`src/rtl/bla_sub_serial_pkg.sv`:
```
// Shared constants and state encoding for the nibble-serial subtractor.
package bla_sub_serial_pkg;

  localparam int unsigned SLICE_W = 4;

  typedef enum logic [1:0] {
    ST_IDLE = 2'd0,
    ST_RUN  = 2'd1,
    ST_DONE = 2'd2
  } state_t;

endpackage

```
`src/rtl/bla_4b.sv`:
```
// Combinational 4-bit borrow-lookahead subtract slice: d = a - b - br_in.
module bla_4b
  import bla_sub_serial_pkg::*;
(
  input  logic [SLICE_W-1:0] a,
  input  logic [SLICE_W-1:0] b,
  input  logic               br_in,
  output logic [SLICE_W-1:0] d,
  output logic               br_out
);

  logic [SLICE_W-1:0] g;
  logic [SLICE_W-1:0] p;
  logic [SLICE_W:0]   br;

  // Borrow generate when a_i=0,b_i=1; propagate when a_i==b_i.
  always_comb begin
    g = ~a & b;
    p = ~(a ^ b);
    br[0] = br_in;
    br[1] = g[0] | (p[0] & br_in);
    br[2] = g[1] | (p[1] & g[0]) | (p[1] & p[0] & br_in);
    br[3] = g[2] | (p[2] & g[1]) | (p[2] & p[1] & g[0])
          | (p[2] & p[1] & p[0] & br_in);
    br[4] = g[3] | (p[3] & g[2]) | (p[3] & p[2] & g[1])
          | (p[3] & p[2] & p[1] & g[0])
          | (p[3] & p[2] & p[1] & p[0] & br_in);
    d      = a ^ b ^ br[SLICE_W-1:0];
    br_out = br[SLICE_W];
  end

endmodule

```
`src/rtl/bla_sub_serial.sv`:
```
// Nibble-serial subtractor: diff = a - b - b_in, one 4-bit slice per clock.
// Optional SUB_OVF_FLAG_EN adds a two's-complement overflow output (ovf).
module bla_sub_serial
  import bla_sub_serial_pkg::*;
#(
  parameter int unsigned WIDTH = 16
) (
  input  logic             clk,
  input  logic             rst,
  input  logic             in_valid,
  output logic             in_ready,
  input  logic [WIDTH-1:0] a,
  input  logic [WIDTH-1:0] b,
  input  logic             b_in,
  output logic             out_valid,
  input  logic             out_ready,
  output logic [WIDTH-1:0] diff,
  output logic             b_out
`ifdef SUB_OVF_FLAG_EN
  ,
  output logic             ovf
`endif
);

  localparam int unsigned NIB   = WIDTH / SLICE_W;
  localparam int unsigned CNT_W = (NIB > 1) ? $clog2(NIB) : 1;

  state_t             state;
  state_t             state_nxt;
  logic [WIDTH-1:0]   a_q;
  logic [WIDTH-1:0]   b_q;
  logic               br_q;
  logic [CNT_W-1:0]   cnt;
  logic               accept;
  logic               consume;
  logic               last;
  logic [SLICE_W-1:0] sa;
  logic [SLICE_W-1:0] sb;
  logic [SLICE_W-1:0] sd;
  logic               sbr;

  assign accept  = (state == ST_IDLE) & in_valid & in_ready;
  assign consume = (state == ST_DONE) & out_valid & out_ready;
  assign last    = (cnt == CNT_W'(NIB - 1));
  assign sa      = a_q[cnt*SLICE_W +: SLICE_W];
  assign sb      = b_q[cnt*SLICE_W +: SLICE_W];

  bla_4b u_slice (
    .a      (sa),
    .b      (sb),
    .br_in  (br_q),
    .d      (sd),
    .br_out (sbr)
  );

  // State register.
  always_ff @(posedge clk) begin
    if (rst) state <= ST_IDLE;
    else     state <= state_nxt;
  end

  // Next-state logic.
  always_comb begin
    state_nxt = state;
    case (state)
      ST_IDLE: if (accept)          state_nxt = ST_RUN;
      ST_RUN:  if (last)            state_nxt = ST_DONE;
      ST_DONE: if (consume)         state_nxt = ST_IDLE;
      default:                      state_nxt = ST_IDLE;
    endcase
  end

  // Operand capture, per-slice datapath and registered handshake outputs.
  always_ff @(posedge clk) begin
    if (rst) begin
      in_ready  <= 1'b0;
      out_valid <= 1'b0;
      diff      <= '0;
      b_out     <= 1'b0;
      a_q       <= '0;
      b_q       <= '0;
      br_q      <= 1'b0;
      cnt       <= '0;
`ifdef SUB_OVF_FLAG_EN
      ovf       <= 1'b0;
`endif
    end else begin
      in_ready <= (state_nxt == ST_IDLE);
      if (accept) begin
        a_q  <= a;
        b_q  <= b;
        br_q <= b_in;
        cnt  <= '0;
      end
      if (state == ST_RUN) begin
        diff[cnt*SLICE_W +: SLICE_W] <= sd;
        br_q <= sbr;
        cnt  <= cnt + CNT_W'(1);
        if (last) begin
          out_valid <= 1'b1;
          b_out     <= sbr;
`ifdef SUB_OVF_FLAG_EN
          ovf <= (a_q[WIDTH-1] ^ b_q[WIDTH-1]) & (sd[SLICE_W-1] ^ a_q[WIDTH-1]);
`endif
        end
      end
      if (consume) out_valid <= 1'b0;
    end
  end

endmodule

```
`config.mk`:
```
export PLATFORM = sky130hd
export DESIGN_NAME = bla_sub_serial
export DESIGN_NICKNAME = d
export VERILOG_FILES = /design/src/rtl/bla_sub_serial_pkg.sv /design/src/rtl/bla_4b.sv /design/src/rtl/bla_sub_serial.sv
export SDC_FILE = /design/constraint.sdc
export NUM_CORES = 1
export LEC_CHECK = 0
export ABC_AREA = 0
export CAP_MARGIN = 30
export CORE_MARGIN = 2
export CORE_UTILIZATION = 51
export CTS_CLUSTER_DIAMETER = 100
export CTS_CLUSTER_SIZE = 16
export DETAILED_ROUTE_END_ITERATION = 16
export PLACE_DENSITY = 0.86
export RECOVER_POWER = 25
export SLEW_MARGIN = 20
export SYNTH_ARGS = -nofsm -noshare
export SYNTH_HDL_FRONTEND = slang
export SYNTH_HIERARCHICAL = 1
export SYNTH_SLANG_ARGS = --single-unit
```
`constraint.sdc`:
```
create_clock -name clk -period 3.5 [get_ports clk]
set_clock_uncertainty 0.15 [all_clocks]
set_input_delay 0.875 -clock clk [delete_from_list [all_inputs] [get_ports clk]]
set_output_delay 0.875 -clock clk [all_outputs]
set_load 0.005 [all_outputs]
```
Word-level counts from Yosys, hierarchy flattened
Cells that the tools add are included.
Storage, ports and cells
  register bits: 56
  logic and storage cells: 67
  output and inout bits: 19
Operators by class
  bitwise logic cells: 35
  $add $sub $neg: 2
  eq/ne operators: 3
  reductions and logical operators: 5
  muxes and demuxes: 9
  shift operators: 4
Operators with widths (number)
  $neg 4->34: 1
  $shift 4x34->16 const A: 1
  $shiftx 4x34->16: 1
  $shiftx 16x5->4: 2
  $and 1x1->1: 20
  $bwmux 16: 1
  $mux 2: 5
  $or 1x1->1: 10
  $not 4->4: 2
  $xor 4x4->4: 2
  $pmux 2 s3: 1
  $and 4x4->4: 1
  $eq 2x2->1 const B: 2
  $logic_not 2->1: 2
  $add 2x1->2 const B: 1
  $eq 2x1->1 const B: 1
  $mux 1: 2
  $reduce_and 2->1: 1
  $reduce_bool 2->1: 1
  $reduce_or 2->1: 1

Depth between registers and ports, before layout
  word-level depth: 10
  gate-level depth with buffers: 9

By module
The synthesis kept the hierarchy.
By module, submodules not included
  bla_sub_serial: seq. area each 1121.1 um^2, area an instance 2582.5 um^2, times used 1, cells each 269
  bla_4b: seq. area each 0.0 um^2, area an instance 200.2 um^2, times used 1, cells each 27

Least setup slack after synthesis
Ideal clock, no wire load.
  path type: reg-to-reg
  from: reg cnt[0]
  to: reg diff[10]
  arrival: 2.319 ns
  cell stages (with the launch flop): 10
  path slack: 0.939 ns
  library setup time: 0.092 ns
  buffers on the path: 1
  period minus slack after synthesis: 2.561 ns
  path through: dfxtp_1 buf_6 mux4_2 inv_1 ha_1 a21o_1 a21oi_2 xor2_1 nand2b_1 o32ai_1
RTL lines
  from (decl): line bla_sub_serial.sv:33  | logic [CNT_W-1:0] cnt;
  from (signal assigned): line bla_sub_serial.sv:98  | cnt <= cnt + CNT_W'(1);
  $shiftx 16x5->4 (*): line bla_sub_serial.sv:45  | assign sa = a_q[cnt*SLICE_W +: SLICE_W];
  via sa[0]: line bla_sub_serial.sv:37  | logic [SLICE_W-1:0] sa;
  $not 4->4 / $xor 4x4->4 (equally long branches): line bla_4b.sv:18, bla_4b.sv:19
  $and 4x4->4 / $not 4->4 (equally long branches): line bla_4b.sv:18, bla_4b.sv:19
  $and 1x1->1: line bla_4b.sv:22  | br[2] = g[1] | (p[1] & g[0]) | (p[1] & p[0] & br_in);
  $or 1x1->1 / $and 1x1->1 (equally long branches): line bla_4b.sv:22
  $or 1x1->1 (*): line bla_4b.sv:22
  $xor 4x4->4 (*): line bla_4b.sv:28  | d = a ^ b ^ br[SLICE_W-1:0];
  via sd[2]: line bla_sub_serial.sv:39  | logic [SLICE_W-1:0] sd;
  $shiftx 4x34->16 (*): line bla_sub_serial.sv:96  | diff[cnt*SLICE_W +: SLICE_W] <= sd;
  $bwmux 16 (*): line bla_sub_serial.sv:96
  to (signal assigned): line bla_sub_serial.sv:78  | diff <= '0;
  to (signal, indexed assignment): line bla_sub_serial.sv:96
  to (decl): line bla_sub_serial.sv:17  | output logic [WIDTH-1:0] diff,
Mark *: on every way through the listed nets, which the timed path passes. The rest lies on a longest branch.
A chain may end at the register's enable or synchronous reset.

Final worst setup path
  from: in in_valid
  to: reg state[0]
Between the ends
  cells in the longest elaborated chain, start to end: 4
RTL lines
  from (decl): line bla_sub_serial.sv:10  | input logic in_valid,
  $and 1x1->1 (2 in series): line bla_sub_serial.sv:42  | assign accept = (state == ST_IDLE) & in_valid & in_ready;
  $mux 2: line bla_sub_serial.sv:66  | ST_IDLE: if (accept) state_nxt = ST_RUN;
  $pmux 2 s3: line bla_sub_serial.sv:65  | case (state)
  to (signal assigned): line bla_sub_serial.sv:59  | else state <= state_nxt;
  to (decl): line bla_sub_serial.sv:28  | state_t state;
No other way between the ends.

==> results.ini <==
[sta]
period_minus_slack_ns=2.96
final_hold_viol_count=0
setup_tns_ns=0
fin_ws_ns=0.540
finalMaxSlewViolations=0
fmax_mhz=338
setup_viol=0
rsz0062_at_grt=false
worstMarginPinSlew_ns=1.40
relSlewSlack_pct=6.48
period_share_pct=84.6

[synth]
synth_top_area_share_pct=40.3
synth_seq_cells=56
synth-seq-area-share_pct=40.3
synthArstFlopShare_pct=0
synth_cell_type_count=32
yosys_warnings=6
synth_edf_count=0
synth_flop_cell=dfxtp_1
syn_inst=296
synth_area_leaders=dfxtp_1 40%, a21oi_2 9.8%, nand2_1 9.3%, mux4_2 6.5%, ha_1 4.9%
synthesis.area_sq_mm=0.00278
synth_nets=345
synth_area_leader_cell=dfxtp_1
avgSynthCellArea_sq_um=9.40

[detailed_routing]
routedWlPerCell_microns=13.4
drt-total-wl_mm=5.56
via_count=2212
routed_via_density=5.33
first_pass_iters=4
drt_iter0_markers=131
drtAntennaViolNets=0
drcViolationCount=0

[cells_and_area]
fin_util_pct=66.1
area_growth_pct=22.8
final_common_cell=nand2_1
layout_common_cells=69 x nand2_1, 56 x dfxtp_1, 48 x clkdlybuf4s50_1
drive_gt1_share_pct=18.6
n_antenna_cell=0
final-instance-count-excl-fill=415
fin_nets=393

[global_route]
grt_max_degree=48
grtUsageTotal_pct=19.6
overflow=0
antenna_found_initial=0
grt_pass1_wl_mm=9.52
grt_pass1_vias=2072

[placed_design]
place_congestion=0.879
port_buffers=55
dp.cells=406
hpwl_mm=4.02
dp_slack_ns=0.779

[critical_path]
cp-start-kind=input pin
cp-end-kind=register
crit_fanout=36
critPathArrivalTime_ns=3.00
criticalPathCategory=in -> reg
worstPathRequired_ns=3.54

[floorplan]
rows=26
die_width_microns=77.9
core_sq_mm=0.00517
die_h_microns=77.9
ioPinCount=56
dieArea_sq_mm=0.00606
initial_core_util_pct=53.8

[pwr]
power.density_mw_per_mm2=392
ir_worst_vdd_uv=251
p_leak_nw=1.15

[clock_tree]
ctsResizeCount=0
post_cts_buffers=0
clk_pin_slew_ns=0.10
cts_buffer_depth=2
htreeDepth=2
cts_buffers=5
clockRootBuffer=clkbuf_8
clock_sinks=56
worstSkewPairLatency_ns=0.31
cts_tree=built
holdBufCountCts=0

[flow_run]
drv_cap=0

[worst_hold_path]
hold_path_class=reg -> reg

[status]
status=finished clean

-- cells by family (layout without fill, tap and decap cells) --
| kind of cell | Yosys count | after routing | share of synthesized area, % |
|---|---|---|---|
| buffers and inverters | 33 | 82 | 7.64 |
| xor gates and xnor gates | 2 | 2 | 0.630 |
| AOI/OAI and AO/OA | 64 | 64 | 17.2 |
| adders and majority gates | 12 | 12 | 5.67 |
| muxes | 8 | 8 | 6.47 |
| DFF | 56 | 56 | 40.3 |
| and+or+nand+nor | 121 | 121 | 22.1 |
-- power breakdown --
group,internal [mW],switching [mW],total (mW)
Clock,0.212,0.209,0.421
Combinational,0.114,0.122,0.235
Sequential,0.663,0.0195,0.682
Total,0.988,0.350,1.34
-- per-stage QoR --
stage | cell area, sq um | power, mW | hold WS [ns]
5_1_grt | 3420 | 1.39 | 0.334
3_5_place_dp | 3290 | 0.930 | 0.298
3_3_place_gp | 3290 | 0.923 | 0.288
4_1_cts | 3400 | 1.35 | 0.313
2_1_floorplan | 2780 | 0.862 | 0.283
6_report | 3420 | 1.34 | 0.305
-- layout make-up --
class                      instances  area [sq um]
fill                             423          1750
sequential                        56          1120
clock buffer                       5          68.8
clock inverter                     3          42.5
timing repair buffer              61           604
tap                               70          87.6
multi-input combinational        207          1450
inverter                          13          48.8
-- final timing paths --
kind,start,slack [ns],cells past startpoint,to
worst max-delay path,in_valid,0.54,5,state[0]$_SDFF_PP0_
worst min register to register,diff[2]$_SDFFE_PP0P_,0.31,2,diff[2]$_SDFFE_PP0P_
worst min-delay path,diff[2]$_SDFFE_PP0P_,0.31,2,diff[2]$_SDFFE_PP0P_
worst max register to register,cnt[0]$_SDFFE_PP0P_,0.76,6,diff[9]$_SDFFE_PP0P_
-- routing by layer --
metal,track usage [%],vias up,wire (microns)
li1,-,1112,-
met1,25.0,1045,2530
met2,32.2,47,2730
met3,4.19,8,194
met4,8.39,0,105
met5,0,-,0
-- registers in the layout, indices dropped and copies added (netlist names) --
name       cells
diff          16
state          2
out_valid      1
cnt            2
a_q           16
br_q           1
in_ready       1
b_out          1
b_q           16
-- synthesized netlist by cell type, types with 8 or more instances --
cell type and count:
ha_1 11, dfxtp_1 56, nand2b_1 9, a21oi_2 31, mux4_2 8, nand4_1 8, inv_1 13, buf_2 8
o32ai_1 8, nand2_2 10, nand2_1 69, a21oi_1 18
-- worst max-delay path: stages --
cell and delay, ns:
dlygate4sd3_1 0.56, nand4bb_1 0.10, clkbuf_1 1.02, o21ai_0 0.23, nor2b_1 0.21
Power figures use the tool's default switching activity.
